File: src/rtl/seg7_pkg.sv
// Shared types and glyph constants for the 7-segment scan driver.
// Segment vectors are ordered [g,f,e,d,c,b,a], with 1 meaning the segment is lit.
package seg7_pkg;

    typedef logic [6:0] seg_t;

    typedef enum logic {
        PH_BLANK,
        PH_ACTIVE
    } phase_t;

    localparam seg_t GLYPH_0   = 7'b0111111;
    localparam seg_t GLYPH_1   = 7'b0000110;
    localparam seg_t GLYPH_2   = 7'b1011011;
    localparam seg_t GLYPH_3   = 7'b1001111;
    localparam seg_t GLYPH_4   = 7'b1100110;
    localparam seg_t GLYPH_5   = 7'b1101101;
    localparam seg_t GLYPH_6   = 7'b1111101;
    localparam seg_t GLYPH_7   = 7'b0000111;
    localparam seg_t GLYPH_8   = 7'b1111111;
    localparam seg_t GLYPH_9   = 7'b1101111;
    localparam seg_t GLYPH_A   = 7'b1110111;
    localparam seg_t GLYPH_B   = 7'b1111100;
    localparam seg_t GLYPH_C   = 7'b0111001;
    localparam seg_t GLYPH_D   = 7'b1011110;
    localparam seg_t GLYPH_E   = 7'b1111001;
    localparam seg_t GLYPH_F   = 7'b1110001;
    localparam seg_t GLYPH_ERR = 7'b1000001;

endpackage

File: src/rtl/seg7_glyph_decode.sv
// Combinational 4-bit code to segment pattern decoder.
// Codes 10-15 decode as A..F in hex mode and as the error glyph otherwise.
module seg7_glyph_decode
    import seg7_pkg::*;
(
    input  logic [3:0] code,
    input  logic       hex_mode,
    output seg_t       seg
);

    always_comb begin
        seg = GLYPH_ERR;
        case (code)
            4'h0: seg = GLYPH_0;
            4'h1: seg = GLYPH_1;
            4'h2: seg = GLYPH_2;
            4'h3: seg = GLYPH_3;
            4'h4: seg = GLYPH_4;
            4'h5: seg = GLYPH_5;
            4'h6: seg = GLYPH_6;
            4'h7: seg = GLYPH_7;
            4'h8: seg = GLYPH_8;
            4'h9: seg = GLYPH_9;
            4'hA: seg = hex_mode ? GLYPH_A : GLYPH_ERR;
            4'hB: seg = hex_mode ? GLYPH_B : GLYPH_ERR;
            4'hC: seg = hex_mode ? GLYPH_C : GLYPH_ERR;
            4'hD: seg = hex_mode ? GLYPH_D : GLYPH_ERR;
            4'hE: seg = hex_mode ? GLYPH_E : GLYPH_ERR;
            4'hF: seg = hex_mode ? GLYPH_F : GLYPH_ERR;
            default: seg = GLYPH_ERR;
        endcase
    end

endmodule

File: src/rtl/seg7_scan_driver.sv
// Time-multiplexed N-digit 7-segment driver with double-buffered digit data,
// per-slot dead time, hex/decimal decode and leading-zero suppression.
module seg7_scan_driver
    import seg7_pkg::*;
#(
    parameter int NUM_DIGITS   = 4,
    parameter int CLK_DIV      = 1000,
    parameter int BLANK_CYCLES = 16,
    parameter bit ACTIVE_LOW   = 1'b0
) (
    input  logic                    clk,
    input  logic                    rst_n,
    input  logic                    load,
    input  logic [4*NUM_DIGITS-1:0] digits_in,
    input  logic [NUM_DIGITS-1:0]   dp_in,
    input  logic                    hex_mode,
    input  logic                    lz_suppress,
    output logic [6:0]              seg,
    output logic                    dp,
    output logic [NUM_DIGITS-1:0]   an,
    output logic                    frame_done
);

    localparam int CW = (CLK_DIV > 1) ? $clog2(CLK_DIV) : 1;
    localparam int IW = (NUM_DIGITS > 1) ? $clog2(NUM_DIGITS) : 1;
    localparam logic [CW-1:0] CNT_LAST = CW'(CLK_DIV - 1);
    localparam logic [IW-1:0] IDX_LAST = IW'(NUM_DIGITS - 1);
    localparam phase_t PHASE_RST = (BLANK_CYCLES == 0) ? PH_ACTIVE : PH_BLANK;

    logic [CW-1:0] cnt, cnt_next;
    logic [IW-1:0] idx, idx_next;
    phase_t        phase, phase_next;
    logic          slot_end, boundary;

    logic [4*NUM_DIGITS-1:0] disp_digits, pend_digits;
    logic [NUM_DIGITS-1:0]   disp_dp, pend_dp;
    logic                    pend_v;

    logic [3:0]            cur_code;
    logic                  cur_dp, cur_blank, zero_above;
    logic [NUM_DIGITS-1:0] an_next;
    seg_t                  glyph;

    logic                  wrap_q;
    logic [6:0]            seg_q;
    logic                  dp_q;
    logic [NUM_DIGITS-1:0] an_q;
    logic                  frame_done_q;

    always_comb begin
        slot_end   = (cnt == CNT_LAST);
        boundary   = slot_end && (idx == IDX_LAST);
        cnt_next   = slot_end ? '0 : cnt + 1'b1;
        idx_next   = idx;
        if (slot_end) begin
            idx_next = boundary ? '0 : idx + 1'b1;
        end
        phase_next = (int'(cnt_next) >= BLANK_CYCLES) ? PH_ACTIVE : PH_BLANK;
    end

    always_ff @(posedge clk) begin
        if (!rst_n) begin
            cnt   <= '0;
            idx   <= '0;
            phase <= PHASE_RST;
        end else begin
            cnt   <= cnt_next;
            idx   <= idx_next;
            phase <= phase_next;
        end
    end

    // A load landing on the frame boundary goes straight to the display buffer.
    always_ff @(posedge clk) begin
        if (!rst_n) begin
            disp_digits <= '0;
            disp_dp     <= '0;
            pend_digits <= '0;
            pend_dp     <= '0;
            pend_v      <= 1'b0;
        end else if (boundary && load) begin
            disp_digits <= digits_in;
            disp_dp     <= dp_in;
            pend_v      <= 1'b0;
        end else if (boundary && pend_v) begin
            disp_digits <= pend_digits;
            disp_dp     <= pend_dp;
            pend_v      <= 1'b0;
        end else if (load) begin
            pend_digits <= digits_in;
            pend_dp     <= dp_in;
            pend_v      <= 1'b1;
        end
    end

    // Walk from the most significant digit down so zero_above tracks "this and all higher are zero".
    always_comb begin
        cur_code   = '0;
        cur_dp     = 1'b0;
        cur_blank  = 1'b0;
        an_next    = '0;
        zero_above = 1'b1;
        for (int k = NUM_DIGITS - 1; k >= 0; k--) begin
            zero_above = zero_above && (disp_digits[4*k +: 4] == 4'd0);
            if (int'(idx) == k) begin
                cur_code   = disp_digits[4*k +: 4];
                cur_dp     = disp_dp[k];
                cur_blank  = lz_suppress && zero_above && (k > 0);
                an_next[k] = 1'b1;
            end
        end
    end

    seg7_glyph_decode u_decode (
        .code     (cur_code),
        .hex_mode (hex_mode),
        .seg      (glyph)
    );

    always_ff @(posedge clk) begin
        if (!rst_n) begin
            wrap_q       <= 1'b0;
            frame_done_q <= 1'b0;
            seg_q        <= '0;
            dp_q         <= 1'b0;
            an_q         <= '0;
        end else begin
            wrap_q       <= boundary;
            frame_done_q <= wrap_q;
            if (phase == PH_ACTIVE) begin
                an_q  <= an_next;
                dp_q  <= cur_dp;
                seg_q <= cur_blank ? 7'b0 : glyph;
            end else begin
                an_q  <= '0;
                dp_q  <= 1'b0;
                seg_q <= '0;
            end
        end
    end

    assign seg        = ACTIVE_LOW ? ~seg_q : seg_q;
    assign dp         = ACTIVE_LOW ? ~dp_q  : dp_q;
    assign an         = ACTIVE_LOW ? ~an_q  : an_q;
    assign frame_done = frame_done_q;

endmodule

File: config.mk
export PLATFORM = sky130hd
export DESIGN_NAME = seg7_scan_driver
export DESIGN_NICKNAME = d
export VERILOG_FILES = /design/src/rtl/seg7_pkg.sv /design/src/rtl/seg7_glyph_decode.sv /design/src/rtl/seg7_scan_driver.sv
export SDC_FILE = /design/constraint.sdc
export NUM_CORES = 1
export LEC_CHECK = 0
export CORE_MARGIN = 8
export CORE_UTILIZATION = 45
export CTS_BUF_LIST = sky130_fd_sc_hd__clkbuf_2 sky130_fd_sc_hd__clkbuf_4 sky130_fd_sc_hd__clkbuf_8
export CTS_CLUSTER_DIAMETER = 150
export DETAILED_ROUTE_END_ITERATION = 10
export MAX_ROUTING_LAYER = met4
export PLACE_DENSITY_LB_ADDON = 0.2
export SYNTH_ARGS = -nofsm -noshare
export SYNTH_HDL_FRONTEND = slang
export SYNTH_SLANG_ARGS = --single-unit
File: constraint.sdc
create_clock -name clk -period 5.6 [get_ports clk]
set_input_delay 1.12 -clock clk [delete_from_list [all_inputs] [get_ports clk]]
set_output_delay 1.12 -clock clk [all_outputs]
set_load 0.005 [all_outputs]
==> flow_summary.yaml <==
status:
  outcome: "completed"
power_and_ir_drop:
  powerDensity_nw_per_um2: 244
  power.leakage_nw: 1.40
  swShare_pct: 23.0
  pwr-share-seq_pct: 53.7
  combinationalPowerShare_pct: 6.9
  ir_drop_mv: 0.185
  p_int_mw: 0.719
  p_clk_share_pct: 39.5
  p_total_mw: 0.933
  power.switching_mw: 0.215
routing:
  via_per_inst: 5.21
  wirelength_um: 6720
  initialDrtViolationCount: 111
  post-route-drc-count: 0
  dr.pass1.iters: 4
  routedWlPerCell_um: 13.9
  via_count: 2528
  ant_nets: 0
synth:
  ys_ff_latch: 68
  yosys.area.top_type_share_pct: 41.6
  yosys.cell_types.count: 48
  avgSynthCellArea_um2: 9.27
  synth_cells: 353
  synthTopCellsByArea: "dfxtp_1, o31ai_2, mux2i_1"
  synth_edf_count: 0
  synth-simple-area-share_pct: 23.9
  synth-compound-area-share_pct: 18.4
  synthAdderAreaFrac_pct: 2.60
  synth_fp_nets: 384
  ys_async_sr_fraction_pct: 0
  ys.flop_type: "dfxtp_1"
  netlist_top_cells_count: "dfxtp_1, nor2_1, nand2_1"
  yosysWarningCount: 0
  ys_seq_area_share_pct: 41.6
  syn_area_um2: 3270
  synth_top_family_by_area: "simple AND/OR/NAND/NOR gates"
  synth.most_common_cell: "dfxtp_1"
  synth-xor-area-share_pct: 1.87
  synth_area_leader_cell: "dfxtp_1"
  synth_mux_area_share_pct: 7.04
timing:
  grt_setup_unrepaired: "false"
  report.final.hold_viol_count: 0
  slew_headroom_pct: 45.5
  post-route-period-util_pct: 56.2
  final.setup_skew_ns: 0.00901
  fin_setup_tns_ns: 0
  finalSetupViolations: 0
  fmax_mhz: 318
  slew_violations: 0
  finalCriticalPeriod_ns: 3.15
  worst_pin_slew_ns: 0.805
global_routing:
  grt_pass1_wl_um: 12000
  grt_overflow: 0
  grt_pass1_vias: 2575
  antenna_found_initial: 0
  track_usage_pct: 14.9
  grt_max_degree: 27
clock_network:
  cts_buffer_depth: 2
  cts_tree: "yes"
  cts.reportedPaths.clkPinSlew_ns: 0.07
  cts_hold_buf: 0
  postCtsSetupRepairBufs: 0
  clk_latency_ns: 0.34
  cts_resized: 0
  cts.htree.levels: 3
  cts-root-buf: "clkbuf_8"
  cts_buffers: 9
  clock_sinks: 68
die:
  rows: 31
  die_y_um: 101
  start_util_pct: 45.8
  num_io_pins: 38
  dieArea_um2: 10300
  core-area_um2: 7140
  die-width_um: 101
cells_and_area:
  areaGrowthSynthToFinish_pct: 16.9
  nFillCells: 693
  layout.nets: 412
  layout-drive-gt1-share_pct: 12.4
  diodes: 0
worst_setup_path:
  worst-setup-path-type: "input pin to flip-flop"
  worstPathArrival_ns: 3.40
  required_ns: 5.85
  reg2reg_depth: 6
  end_kind: "flip-flop"
  cp-start-kind: "input pin"
  path_max_fanout: 26
hold_path:
  hold_class: "flip-flop to flip-flop"
  min_path_cells: 1
job:
  max_cap_violations: 0
placement:
  place.gp.congestion: 0.824
  place_hpwl_um: 4700
  place.port_buffers: 37
cell type report:
cell class,count,area (um2),area share (%)
well taps,99,124,3.24
repair buffers,38,378,9.89
multi-input cells,258,1760,46.0
clock buffers,14,168,4.39
flip-flops and latches,68,1360,35.6
inverters,6,22.5,0.589
clock inverters,2,10.0,0.262
cell families after synthesis:
kind of cell,Yosys count
XOR/XNOR,7
multiplexers,23
AO/OA/AOI/OAI,67
adder cells (fa/ha/maj),7
AND/OR/NAND/NOR,154
buffers and inverters,27
flip-flops,68
cells in the final DEF, fill, tap and decap left out, drive strengths merged, types with 7 or more instances in the layout:
| cell type | instances |
|---|---|
| mux2i | 23 |
| nand2 | 29 |
| nand3b | 7 |
| and3 | 8 |
| dfxtp | 68 |
| clkbuf | 14 |
| nor2 | 58 |
| o21ai | 8 |
| nor2b | 23 |
| o31ai | 20 |
| a21oi | 9 |
| clkdlybuf4s50 | 37 |
power groups by stage:
stage / clock [mW] / combinational [mW] / sequential (mW)
floorplan: 0 / 0.0389 / 0.510
global placement: 0 / 0.0642 / 0.511
detailed placement: 0 / 0.0649 / 0.512
CTS: 0.378 / 0.0653 / 0.501
global route: 0.398 / 0.0720 / 0.502
finish: 0.368 / 0.0643 / 0.501
worst max-delay path, stage by stage:
cell and delay [ns]:
clkdlybuf4s50_1 0.75, clkinv_1 0.71, a31oi_1 0.36, buf_4 0.28, nand2_1 0.10, o31ai_2 0.06
final timing paths:
check	start	to	slack [ns]
min	wrap_q	frame_done	0.43
max	rst_n	disp_digits[11]	2.45
min reg2reg	wrap_q	frame_done	0.43
max reg2reg	cnt[0]	disp_digits[10]	2.85
routing by layer:
| metal | global-route usage, % | vias up | routed length (um) |
|---|---|---|---|
| met4 | 5.61 | 0 | 149 |
| met2 | 24.0 | 45 | 3120 |
| met1 | 17.4 | 1174 | 3190 |
| met5 | - | - | 0 |
| met3 | 3.85 | 15 | 260 |
| li1 | - | 1294 | - |
sequential cells by signal, indices dropped and copies added (netlist names), 2 cells and up:
| signal | cells |
|---|---|
| seg | 7 |
| idx | 2 |
| pend_digits | 16 |
| an | 4 |
| cnt | 10 |
| disp_digits | 16 |
| pend_dp | 4 |
| disp_dp | 4 |
stage by stage:
stage	utilization [%]	std cells	instance area [um2]	hold WS, ns	worst slack (ns)
finish	53.6	485	3820	0.431	2.45
global route	53.6	485	3820	0.465	2.14
CTS	53.6	485	3820	0.435	2.38
detailed placement	51.1	469	3640	0.420	2.03
global placement	51.1	469	3640	0.416	2.06
floorplan	-	353	3270	0.412	3.46
Power figures use the tool's default switching activity.
